**config.mk**
```make
export PLATFORM = sky130hd
export DESIGN_NAME = multi_cycle_controller
export DESIGN_NICKNAME = d
export VERILOG_FILES = /design/src/rtl/multi_cycle_controller.sv
export SDC_FILE = /design/constraint.sdc
export NUM_CORES = 1
export LEC_CHECK = 0
export ABC_AREA = 1
export CORE_MARGIN = 4
export CORE_UTILIZATION = 30
export CTS_CLUSTER_SIZE = 16
export DETAILED_ROUTE_END_ITERATION = 6
export DONT_BUFFER_PORTS = 1
export PLACE_DENSITY = 0.46
export SETUP_SLACK_MARGIN = 0.2
export SLEW_MARGIN = 25
export SYNTH_ARGS = -nofsm -noshare
export SYNTH_HDL_FRONTEND = slang
export SYNTH_SLANG_ARGS = --single-unit
export TNS_END_PERCENT = 50
```
**constraint.sdc**
```tcl
create_clock -name clk_i -period 1.5 [get_ports clk_i]
set_input_delay 0.15 -clock clk_i [delete_from_list [all_inputs] [get_ports clk_i]]
set_output_delay 0.15 -clock clk_i [all_outputs]
set_load 0.01 [all_outputs]
```
**src/rtl/multi_cycle_controller.sv**
```systemverilog
// rtl/multi_cycle_controller.sv - multi-cycle RV32I control FSM with req/ready memory handshake
// Optional MC_CTRL_ILLEGAL_TRAP_EN: unknown opcodes trap into a sticky HALT state.
module multi_cycle_controller #(
  parameter int RESET_TO_IDLE = 1
) (
  input  logic       clk_i,
  input  logic       rst_i,
  input  logic [6:0] instr_op_i,
  input  logic       mem_ready_i,
  output logic       mem_req_o,
  output logic       IorD_o,
  output logic       MemRead_o,
  output logic       MemWrite_o,
  output logic       IRWrite_o,
  output logic       PCWrite_o,
  output logic       PCWriteCond_o,
  output logic [1:0] PCSource_o,
  output logic [1:0] ALUSrcA_o,
  output logic [1:0] ALUSrcB_o,
  output logic [1:0] ALUop_o,
  output logic       RegWrite_o,
  output logic [1:0] MemtoReg_o,
  output logic [3:0] state_o,
  output logic       illegal_o
);

  typedef enum logic [3:0] {
    S_IDLE   = 4'd0,  S_FETCH  = 4'd1,  S_DECODE = 4'd2,  S_EXEC   = 4'd3,
    S_ADDR   = 4'd4,  S_MEM_RD = 4'd5,  S_MEM_WR = 4'd6,  S_WB_ALU = 4'd7,
    S_WB_MEM = 4'd8,  S_BRANCH = 4'd9,  S_JAL    = 4'd10, S_JALR   = 4'd11,
    S_HALT   = 4'd12
  } state_e;

  localparam state_e RESET_STATE = (RESET_TO_IDLE != 0) ? S_IDLE : S_FETCH;

  state_e     state_q, state_d;
  logic [4:0] opc;
  logic       unused_op_bits;

  assign opc            = instr_op_i[6:2];
  assign unused_op_bits = ^instr_op_i[1:0];
  assign state_o        = state_q;

  always_ff @(posedge clk_i or negedge rst_i) begin
    if (!rst_i) state_q <= RESET_STATE;
    else        state_q <= state_d;
  end

  always_comb begin
    state_d       = state_q;
    mem_req_o     = 1'b0;
    IorD_o        = 1'b0;
    MemRead_o     = 1'b0;
    MemWrite_o    = 1'b0;
    IRWrite_o     = 1'b0;
    PCWrite_o     = 1'b0;
    PCWriteCond_o = 1'b0;
    PCSource_o    = 2'b00;
    ALUSrcA_o     = 2'b00;
    ALUSrcB_o     = 2'b00;
    ALUop_o       = 2'b00;
    RegWrite_o    = 1'b0;
    MemtoReg_o    = 2'b00;
    case (state_q)
      S_IDLE: state_d = S_FETCH;
      S_FETCH: begin
        mem_req_o = 1'b1;
        MemRead_o = 1'b1;
        ALUSrcB_o = 2'b01;
        if (mem_ready_i) begin
          IRWrite_o = 1'b1;
          PCWrite_o = 1'b1;
          state_d   = S_DECODE;
        end
      end
      S_DECODE: begin
        // ALUOut captures oldPC + imm here so BRANCH/JAL can use it as target
        ALUSrcA_o = 2'b10;
        ALUSrcB_o = 2'b10;
        case (opc)
          5'b00000, 5'b01000: state_d = S_ADDR;
          5'b01100, 5'b00100: state_d = S_EXEC;
          5'b11000:           state_d = S_BRANCH;
          5'b11011:           state_d = S_JAL;
          5'b11001:           state_d = S_JALR;
`ifdef MC_CTRL_ILLEGAL_TRAP_EN
          default:            state_d = S_HALT;
`else
          default:            state_d = S_FETCH;
`endif
        endcase
      end
      S_ADDR: begin
        ALUSrcA_o = 2'b01;
        ALUSrcB_o = 2'b10;
        state_d   = opc[3] ? S_MEM_WR : S_MEM_RD;
      end
      S_MEM_RD: begin
        mem_req_o = 1'b1;
        MemRead_o = 1'b1;
        IorD_o    = 1'b1;
        if (mem_ready_i) state_d = S_WB_MEM;
      end
      S_MEM_WR: begin
        mem_req_o  = 1'b1;
        MemWrite_o = 1'b1;
        IorD_o     = 1'b1;
        if (mem_ready_i) state_d = S_FETCH;
      end
      S_WB_MEM: begin
        RegWrite_o = 1'b1;
        MemtoReg_o = 2'b01;
        state_d    = S_FETCH;
      end
      S_EXEC: begin
        ALUSrcA_o = 2'b01;
        ALUSrcB_o = opc[3] ? 2'b00 : 2'b10;
        ALUop_o   = 2'b10;
        state_d   = S_WB_ALU;
      end
      S_WB_ALU: begin
        RegWrite_o = 1'b1;
        state_d    = S_FETCH;
      end
      S_BRANCH: begin
        ALUSrcA_o     = 2'b01;
        ALUop_o       = 2'b01;
        PCWriteCond_o = 1'b1;
        PCSource_o    = 2'b01;
        state_d       = S_FETCH;
      end
      S_JAL: begin
        RegWrite_o = 1'b1;
        MemtoReg_o = 2'b10;
        PCWrite_o  = 1'b1;
        PCSource_o = 2'b01;
        state_d    = S_FETCH;
      end
      S_JALR: begin
        RegWrite_o = 1'b1;
        MemtoReg_o = 2'b10;
        ALUSrcA_o  = 2'b01;
        ALUSrcB_o  = 2'b10;
        PCWrite_o  = 1'b1;
        PCSource_o = 2'b10;
        state_d    = S_FETCH;
      end
`ifdef MC_CTRL_ILLEGAL_TRAP_EN
      S_HALT:  state_d = S_HALT;
`endif
      default: state_d = S_FETCH;
    endcase
    // Reset must silence every request and write enable even if the reset state is FETCH
    if (!rst_i) begin
      mem_req_o     = 1'b0;
      MemRead_o     = 1'b0;
      MemWrite_o    = 1'b0;
      IorD_o        = 1'b0;
      IRWrite_o     = 1'b0;
      PCWrite_o     = 1'b0;
      PCWriteCond_o = 1'b0;
      PCSource_o    = 2'b00;
      ALUSrcA_o     = 2'b00;
      ALUSrcB_o     = 2'b00;
      ALUop_o       = 2'b00;
      RegWrite_o    = 1'b0;
      MemtoReg_o    = 2'b00;
    end
  end

`ifdef MC_CTRL_ILLEGAL_TRAP_EN
  logic illegal_q;
  always_ff @(posedge clk_i or negedge rst_i) begin
    if (!rst_i)                 illegal_q <= 1'b0;
    else if (state_d == S_HALT) illegal_q <= 1'b1;
  end
  assign illegal_o = illegal_q;
`else
  assign illegal_o = 1'b0;
`endif

endmodule

```
==> results_dict.tcl, run 1 <==
set metrics [dict create \
    setup_slack_ns -0.006577 \
    initialDrtViolationCount 16 \
    fmax_mhz 663.8 \
    violations "negative hold slack, negative setup slack" \
    endpoint_kind "output pin" \
    finalHoldViolCount 4 \
    slew_headroom 0.5029 \
    cts_sinks 4 \
    p_per_area_nw_per_um2 2018 \
    remaining_drc_errors 0 \
    fp.dieH_um 51.52 \
    first_pass_iters 4 \
    cts_tree "done" \
    clk_pin_slew_ns 0.04 \
    postSynthCellCount 103 \
    nNetsFinal 134 \
    synthesis.nets 113 \
    gr-usage-all-layers 0.1388 \
    crit_path_start_kind "flip-flop" \
    final_cell_mix "nand2_1 (24), buf_4 (16), nor2_4 (9), nor2_1 (8), inv_1 (8)" \
    gp_congestion 0.7640 \
    setup_viol 2 \
    grt_max_degree 14 \
    synth_area_leaders "nand2_1 (19%), dfrtp_1 (18%), nor2_1 (9.9%), nand3_1 (8.8%), inv_1 (7.3%)" \
    overflow 0 \
    status "complete, but fails checks" \
    rows 15 \
    rsz0062_at_grt "yes" \
    largest_reg_flops 4 \
    final_common_cell "nand2_1" \
    fin_skew_ns 0.003932 \
    syn_area_sq_um 568.0 \
    worst-setup-path-type "reg -> out" \
    min_period_ns 1.507 \
    crit_arrival_ns 1.36 \
    finalWirelength_mm 2.031 \
    cts.htree.levels 1 \
    numCtsBuffers 3 \
    final_util 0.5113 \
    ys_types 21 \
    grt_pass1_wl_mm 2.808 \
    syn_avg_cell_area_sq_um 5.515 \
    wl_per_cell_um 13.82 \
    cts_root_buffer "clkbuf_4" \
    dpl.hpwl_mm 1.325 \
    design.core.area_sq_um 1764 \
    tns_ns -0.009038 \
    drv_slew 0 \
    antenna_cells 0 \
    vias 744 \
    via_per_inst 5.061 \
    worstMarginPinSlew_ns 0.7449 \
    io_pins 33 \
    antenna_found_initial 0 \
    yosysWarnings 0 \
    synth_top_cell_by_area "nand2_1" \
    ys_seq_area_frac 0.1762 \
    area.growth.synth_to_final_pct 58.81 \
    dpl_cell_area_sq_um 630.6 \
    path_max_fanout 7 \
    die_area_sq_um 2654 \
    final_area_sq_um 902.1 \
    synth-seq-cells 4 \
    ant_nets 0 \
    layout-drive-gt1-share 0.5328 \
    holdWs_ns -0.3881 \
    clk_latency_ns 0.23 \
    grt_pass1_vias 648 \
    worstPathRequired_ns 1.35 \
    max-vdd-ir-drop_mv 0.9861 \
    p_total_mw 1.821 \
    post-route-period-util 1.004 \
    clock_path_buffers 2 \
    netlist.area_leader.share 0.1916 \
    die_width_um 51.52 \
    worstHoldPathType "in -> async" \
    p_leak_nw 0.4381 \
    floorplan.initialDensity 0.3220 \
    io_buffers 0 \
    cap_violations 0 \
]
-- final timing paths --
check	from	to	slack, ns	cells after the start
worst min-delay path	rst_i	state_o[2]	-0.39	0
worst min register to register	state_o[2]	state_o[2]	0.77	3
max in group asynchronous	rst_i	state_o[0]	1.81	0
worst max-delay path	state_o[3]	ALUSrcB_o[1]	-0.007	5
worst max register to register	state_o[3]	state_o[0]	0.05	11
min in group clk_i	mem_ready_i	state_o[1]	0.14	3
-- critical path, stage by stage (launching register included) --
cell	delay, ns
dfrtp_2	0.50
nor2_4	0.22
nand3_2	0.14
nor2_4	0.13
a21oi_2	0.05
nand2_2	0.08
-- power by group --
| part | total, mW | internal, mW | switching [mW] |
|---|---|---|---|
| clock | 0.130 | 0.0892 | 0.0410 |
| combinational | 1.41 | 0.571 | 0.839 |
| sequential | 0.280 | 0.163 | 0.117 |
-- cell families (layout without fill, tap and decap cells) --
| logic type | Yosys count | in the layout | share of synthesized area |
|---|---|---|---|
| and+or+nand+nor | 70 | 70 | 0.5771 |
| other | 1 | 1 | 0.006602 |
| AOI/OAI and AO/OA | 10 | 10 | 0.1079 |
| buffers and inverters | 18 | 37 | 0.1321 |
| DFF | 4 | 4 | 0.1762 |
-- cells in the mapped netlist (all sizes together) --
master,count
nor2,20
dfrtp,4
a211oi,1
nand2,34
a21oi,3
nor3,6
a31oi,1
conb,1
o21ai,3
buf,2
o211ai,1
inv,15
clkbuf,1
nand3,10
o22ai,1
-- per-stage QoR --
stage	setup slack, ns	cells
floorplan	0.2105	103
global placement	0.1695	131
detailed placement	0.1371	131
CTS	0.03766	144
global route	-0.08562	147
finish	-0.006577	147
-- final cells by class --
class	instances	area, sq um
fillers	196	862.1
flip-flops and latches	4	103.9
repair buffers	19	153.9
inverters	15	61.31
multi-input cells	81	529.3
clock buffers	3	22.52
well taps	25	31.28
-- routing by layer --
metal  up-vias  GRT usage  part of all wire
met4         0    0.06114             0.028
met3         6    0.05444             0.070
met2        27     0.2331              0.51
li1        364          -                 -
met5         -          0                 0
met1       347     0.1540              0.39
-- repair_timing --
| item | CTS | global route |
|---|---|---|
| buffers inserted | 10 | 3 |
| gates resized for setup | 16 | 27 |
| endpoints found under the hold margin | 4 | 4 |
| setup endpoints to repair | 21 | 22 |
| pin swaps | 5 | 4 |
Power figures use the tool's default switching activity.
==> inputs of run 2 (changes only) <==
CORE_ASPECT_RATIO = 0.7   (was unset)
REMOVE_ABC_BUFFERS = 1   (was unset)
clock period = 1.4 ns   (was 1.5 ns; I/O delays follow)
==> run 2 against run 1 <==
Compared with the run above: flip-flop and latch count unchanged; core utilization increased by 2.1 points; count of clock-buffer cells in the layout unchanged; final area decreased by 0.83%; non-clock buffer count increased by 6; the run still ends with negative hold slack, negative setup slack left; combinational power increased by 6%; first-iteration DRC count increased by 13%; cell count increased by 1.4%; worst setup slack got worse by 0.069 ns.
==> results_dict.tcl, run 2 (same netlist as run 1, synthesis figures left out) <==
set metrics [dict create \
    finalHoldViolCount 4 \
    busiest_layer "met2" \
    p_total_mw 1.888 \
    ant_nets 0 \
    max-vdd-ir-drop_mv 1.235 \
    cts_tree "done" \
    cts_root_buffer "clkbuf_4" \
    rsz0062_at_grt "yes" \
    fmax_mhz 677.7 \
    numCtsBuffers 3 \
    first_pass_iters 4 \
    violations "negative hold slack, negative setup slack" \
    tns_ns -0.4204 \
    via_per_inst 4.953 \
    cap_violations 0 \
    setup_slack_ns -0.07553 \
    worstHoldPathType "in -> async" \
    path_max_fanout 5 \
    clock_path_buffers 2 \
    finalWirelength_mm 1.864 \
    clk_pin_slew_ns 0.04 \
    floorplan.initialDensity 0.3378 \
    io_buffers 0 \
    crit_arrival_ns 1.34 \
    crit_path_start_kind "flip-flop" \
    layout-drive-gt1-share 0.4922 \
    gp_congestion 0.8473 \
    grt_pass1_wl_mm 2.891 \
    final_common_cell "nand2_1" \
    p_leak_nw 0.4681 \
    grt_use_met3 0.04665 \
    grt_max_degree 14 \
    die_width_um 60.01 \
    area.growth.synth_to_final_pct 57.49 \
    cts.htree.levels 1 \
    die_area_sq_um 2665 \
    io_pins 33 \
    p_per_area_nw_per_um2 2111 \
    dpl.hpwl_mm 1.343 \
    setup_viol 10 \
    worstPathRequired_ns 1.26 \
    final_cell_mix "nand2_1 (26), buf_4 (21), nor2_1 (10), inv_1 (9)" \
    slew_headroom 0.6637 \
    antenna_found_initial 0 \
    worst-setup-path-type "reg -> out" \
    drv_slew 0 \
    remaining_drc_errors 0 \
    cts_sinks 4 \
    wl_per_cell_um 12.51 \
    grt_pass1_vias 668 \
    clk_latency_ns 0.23 \
    worstMarginPinSlew_ns 0.5038 \
    gr-usage-all-layers 0.1404 \
    min_period_ns 1.476 \
    antenna_cells 0 \
    endpoint_kind "output pin" \
    nNetsFinal 140 \
    initialDrtViolationCount 18 \
    grt_use_met1 0.1958 \
    design.core.area_sq_um 1682 \
    fin_skew_ns 0.003785 \
    holdWs_ns -0.3990 \
    status "complete, but fails checks" \
    rows 12 \
    vias 738 \
    fp.dieH_um 44.41 \
    largest_reg_flops 4 \
    post-route-period-util 1.054 \
    overflow 0 \
    use_met2 0.2112 \
]
==> run 2: cell count changes in the layout (fill, tap and decap cells not counted), sizes merged <==
cell,delta
buf,+6
==> run 2: area by class of cell <==
class                      instances  area, sq um
tap                               21        26.28
multi-input combinational         81        481.7
timing repair buffer              25        202.7
inverter                          15        58.81
sequential                         4        102.6
clock buffer                       3        22.52
fill                             173        787.0
==> run 2: per-stage QoR <==
step / instance area (sq um) / cells / worst slack (ns) / hold slack [ns] / util
global placement: 673.1 / 134 / 0.09530 / -0.1552 / 0.4003
floorplan: 549.3 / 100 / 0.08782 / -0.1556 / -
CTS: 809.5 / 145 / -0.06947 / -0.3993 / 0.4814
global route: 894.6 / 149 / -0.1553 / -0.4117 / 0.5320
detailed placement: 673.1 / 134 / 0.09690 / -0.1552 / 0.4003
finish: 894.6 / 149 / -0.07553 / -0.3990 / 0.5320
==> run 2: timing repair <==
item                                    CTS  global route
endpoints found under the setup margin   22            23
pin swaps                                 9             6
gates resized for setup                  15            16
setup buffers                             8             4
endpoints found under the hold margin     4             4
==> run 2: path summary, 6_finish.rpt <==
check	cells past startpoint	end	slack, ns	from
max in group asynchronous	0	state_o[0]	1.72	rst_i
worst min register to register	2	state_o[2]	0.62	state_o[2]
worst max-delay path	5	ALUSrcB_o[1]	-0.08	state_o[3]
min in group clk_i	3	state_o[1]	0.13	mem_ready_i
worst max register to register	9	state_o[0]	0.04	state_o[3]
worst min-delay path	0	state_o[1]	-0.40	rst_i
==> run 2: power by group <==
part	total, mW	switching [mW]	internal [mW]
combinational	1.49	0.863	0.625
sequential	0.259	0.0856	0.173
clock	0.141	0.0454	0.0958
total	1.89	0.994	0.894
==> run 2: metal layers <==
| layer | wire (um) | up-vias |
|---|---|---|
| li1 | - | 373 |
| met2 | 847 | 28 |
| met3 | 183 | 0 |
| met4 | 0 | 0 |
| met1 | 833 | 337 |
| met5 | 0 | - |
==> run 2: worst max-delay path: stages (launching register included) <==
cell and delay (ns):
dfrtp_2 0.47, nor2_4 0.21, nand3_2 0.12, nor2_2 0.12, a21oi_1 0.08, nand2_1 0.11
==> inputs of run 3 (changes only) <==
clock period = 1.87 ns   (was 1.4 ns; I/O delays follow)
==> run 3 against run 2 <==
Compared with the run above: the run now ends clean; sequential power is 3% lower; combinational power down 56%; flip-flop and latch count unchanged; total power shrank 46%; wire length decreased by 16%; core utilization shrank 14 points; first-iteration DRC count up 44%; final area decreased by 27%; sequential share of layout area increased by 4.6 points; largest cell class unchanged.
==> results_dict.tcl, run 3 (same netlist as run 1, synthesis figures left out) <==
set metrics [dict create \
    largest_reg_flops 4 \
    clock_power_share 0.102 \
    io_pins 33 \
    max-vdd-ir-drop_mv 0.7522 \
    die_width_um 60.01 \
    io_buffers 0 \
    cpPeakStageDelay_ns 0.47 \
    die_area_sq_um 2665 \
    ff2ff_setup_slack_ns 0.54 \
    crit_path_start_kind "flip-flop" \
    post-route-period-util 0.8353 \
    fp.dieH_um 44.41 \
    p_total_mw 1.014 \
    worstPathRequired_ns 1.68 \
    p_per_area_nw_per_um2 1547 \
    gp_congestion 0.7511 \
    via_per_inst 4.930 \
    rsz0062_at_grt "no" \
    ant_nets 0 \
    final_cell_mix "nand2_1 (28), nor2_1 (14), nand3_1 (10), inv_1 (10), nor3_1 (6)" \
    gr-usage-all-layers 0.1266 \
    clk_pin_slew_ns 0.03 \
    grt_pass1_vias 567 \
    met1_length_um 770 \
    cts_tree "done" \
    area.growth.synth_to_final_pct 15.42 \
    design.core.area_sq_um 1682 \
    intPower_mw 0.4212 \
    grt_pass1_wl_mm 2.594 \
    layout-drive-gt1-share 0.2897 \
    p_switching_mw 0.5931 \
    crit_chain "inv_2 > nand2_4 > inv_1 > nand3_1 > nor2_1" \
    grt_max_degree 14 \
    comb_power_share 0.652 \
    crit_arrival_ns 1.38 \
    remaining_drc_errors 0 \
    rows 12 \
    worstHoldPathType "in -> reg" \
    floorplan.initialDensity 0.3378 \
    antenna_found_initial 0 \
    final_common_cell "nand2_1" \
    path_max_fanout 7 \
    numCtsBuffers 3 \
    fin_skew_ns 0.0006589 \
    tns_ns 0 \
    power_frac_seq 0.246 \
    finalWirelength_mm 1.561 \
    cap_violations 0 \
    min_period_ns 1.562 \
    fmax_mhz 640.2 \
    clock_path_buffers 2 \
    cts_sinks 4 \
    worst-setup-path-type "reg -> out" \
    dpl.hpwl_mm 1.314 \
    overflow 0 \
    antenna_cells 0 \
    status "complete, no violations" \
    nNetsFinal 119 \
    cts.htree.levels 1 \
    p_leak_nw 0.3434 \
    clk_latency_ns 0.23 \
    setup_viol 0 \
    endpoint_kind "output pin" \
    dr_wl_met2_um 630 \
    first_pass_iters 4 \
    wl_met3_um 161 \
    initialDrtViolationCount 26 \
    crit_slowest_cell "dfrtp_2" \
    finalHoldViolCount 0 \
    topRoutingLayerUsed "met3" \
    cts_root_buffer "clkbuf_4" \
    wl_per_cell_um 12.20 \
    p_sw_frac 0.5847 \
    drv_slew 0 \
    vias 631 \
]
## run 3: cell types whose count changed in the layout (fill, tap and decap cells not counted), moves of 2 or more
cell,delta
nand3_1,+5
nor2_1,+4
buf_4,-18
nand3_2,-5
nand2_4,-2
nand2_1,+2
dfrtp_1,-2
dfrtp_2,+2
nor2_4,-4
buf_6,-4
## run 3: repair_timing
item,CTS,global route
hold buffers,1,0
setup endpoints to repair,2,12
buffers inserted,0,1
pin swaps,0,2
gates resized for setup,1,9
endpoints found under the hold margin,4,0
## run 3: per-stage QoR
| stage | hold WS, ns | area, sq um | std cells | setup slack (ns) | utilization |
|---|---|---|---|---|---|
| floorplan | -0.1086 | 549.3 | 100 | 0.5108 | - |
| global placement | -0.1082 | 590.6 | 123 | 0.4124 | 0.3512 |
| detailed placement | -0.1082 | 590.6 | 123 | 0.4039 | 0.3512 |
| CTS | 0.1817 | 628.1 | 127 | 0.1747 | 0.3735 |
| global route | 0.2198 | 655.6 | 128 | 0.2080 | 0.3899 |
| finish | 0.1785 | 655.6 | 128 | 0.3079 | 0.3899 |
## run 3: final timing paths
path | from | end | depth (start not counted)
max | state_o[1] | IRWrite_o | 5
min in group asynchronous | rst_i | state_o[2] | 1
max in group asynchronous | rst_i | state_o[3] | 1
min reg2reg | state_o[2] | state_o[2] | 2
max reg2reg | state_o[1] | state_o[0] | 8
min | mem_ready_i | state_o[1] | 3
## run 3: layer usage
layer | up-vias | GRT usage
met4 | 0 | 0.02655
met2 | 24 | 0.1789
met1 | 277 | 0.1820
li1 | 330 | -
met5 | - | 0
met3 | 0 | 0.04665
## run 3: worst max-delay path: cells and delay by family, from the launching register on
| family | cells | cell delay (ns) |
|---|---|---|
| buffers and inverters | 2 | 0.27 |
| flip-flops | 1 | 0.47 |
| AND/OR/NAND/NOR | 3 | 0.41 |
## run 3: area by class of cell
cell class,instances,area (sq um)
inverter,15,56.30
tap,21,26.28
timing repair buffer,4,32.53
multi-input combinational,81,412.9
clock buffer,3,22.52
fill,201,1026
sequential,4,105.1
## run 3: power by group through the flow
stage               clock network (mW)  registers, mW  logic, mW
finish                           0.103          0.250      0.661
global route                     0.115          0.264      0.759
CTS                              0.110          0.240      0.625
detailed placement                   0          0.242      0.614
global placement                     0          0.244      0.614
floorplan                            0          0.218      0.502
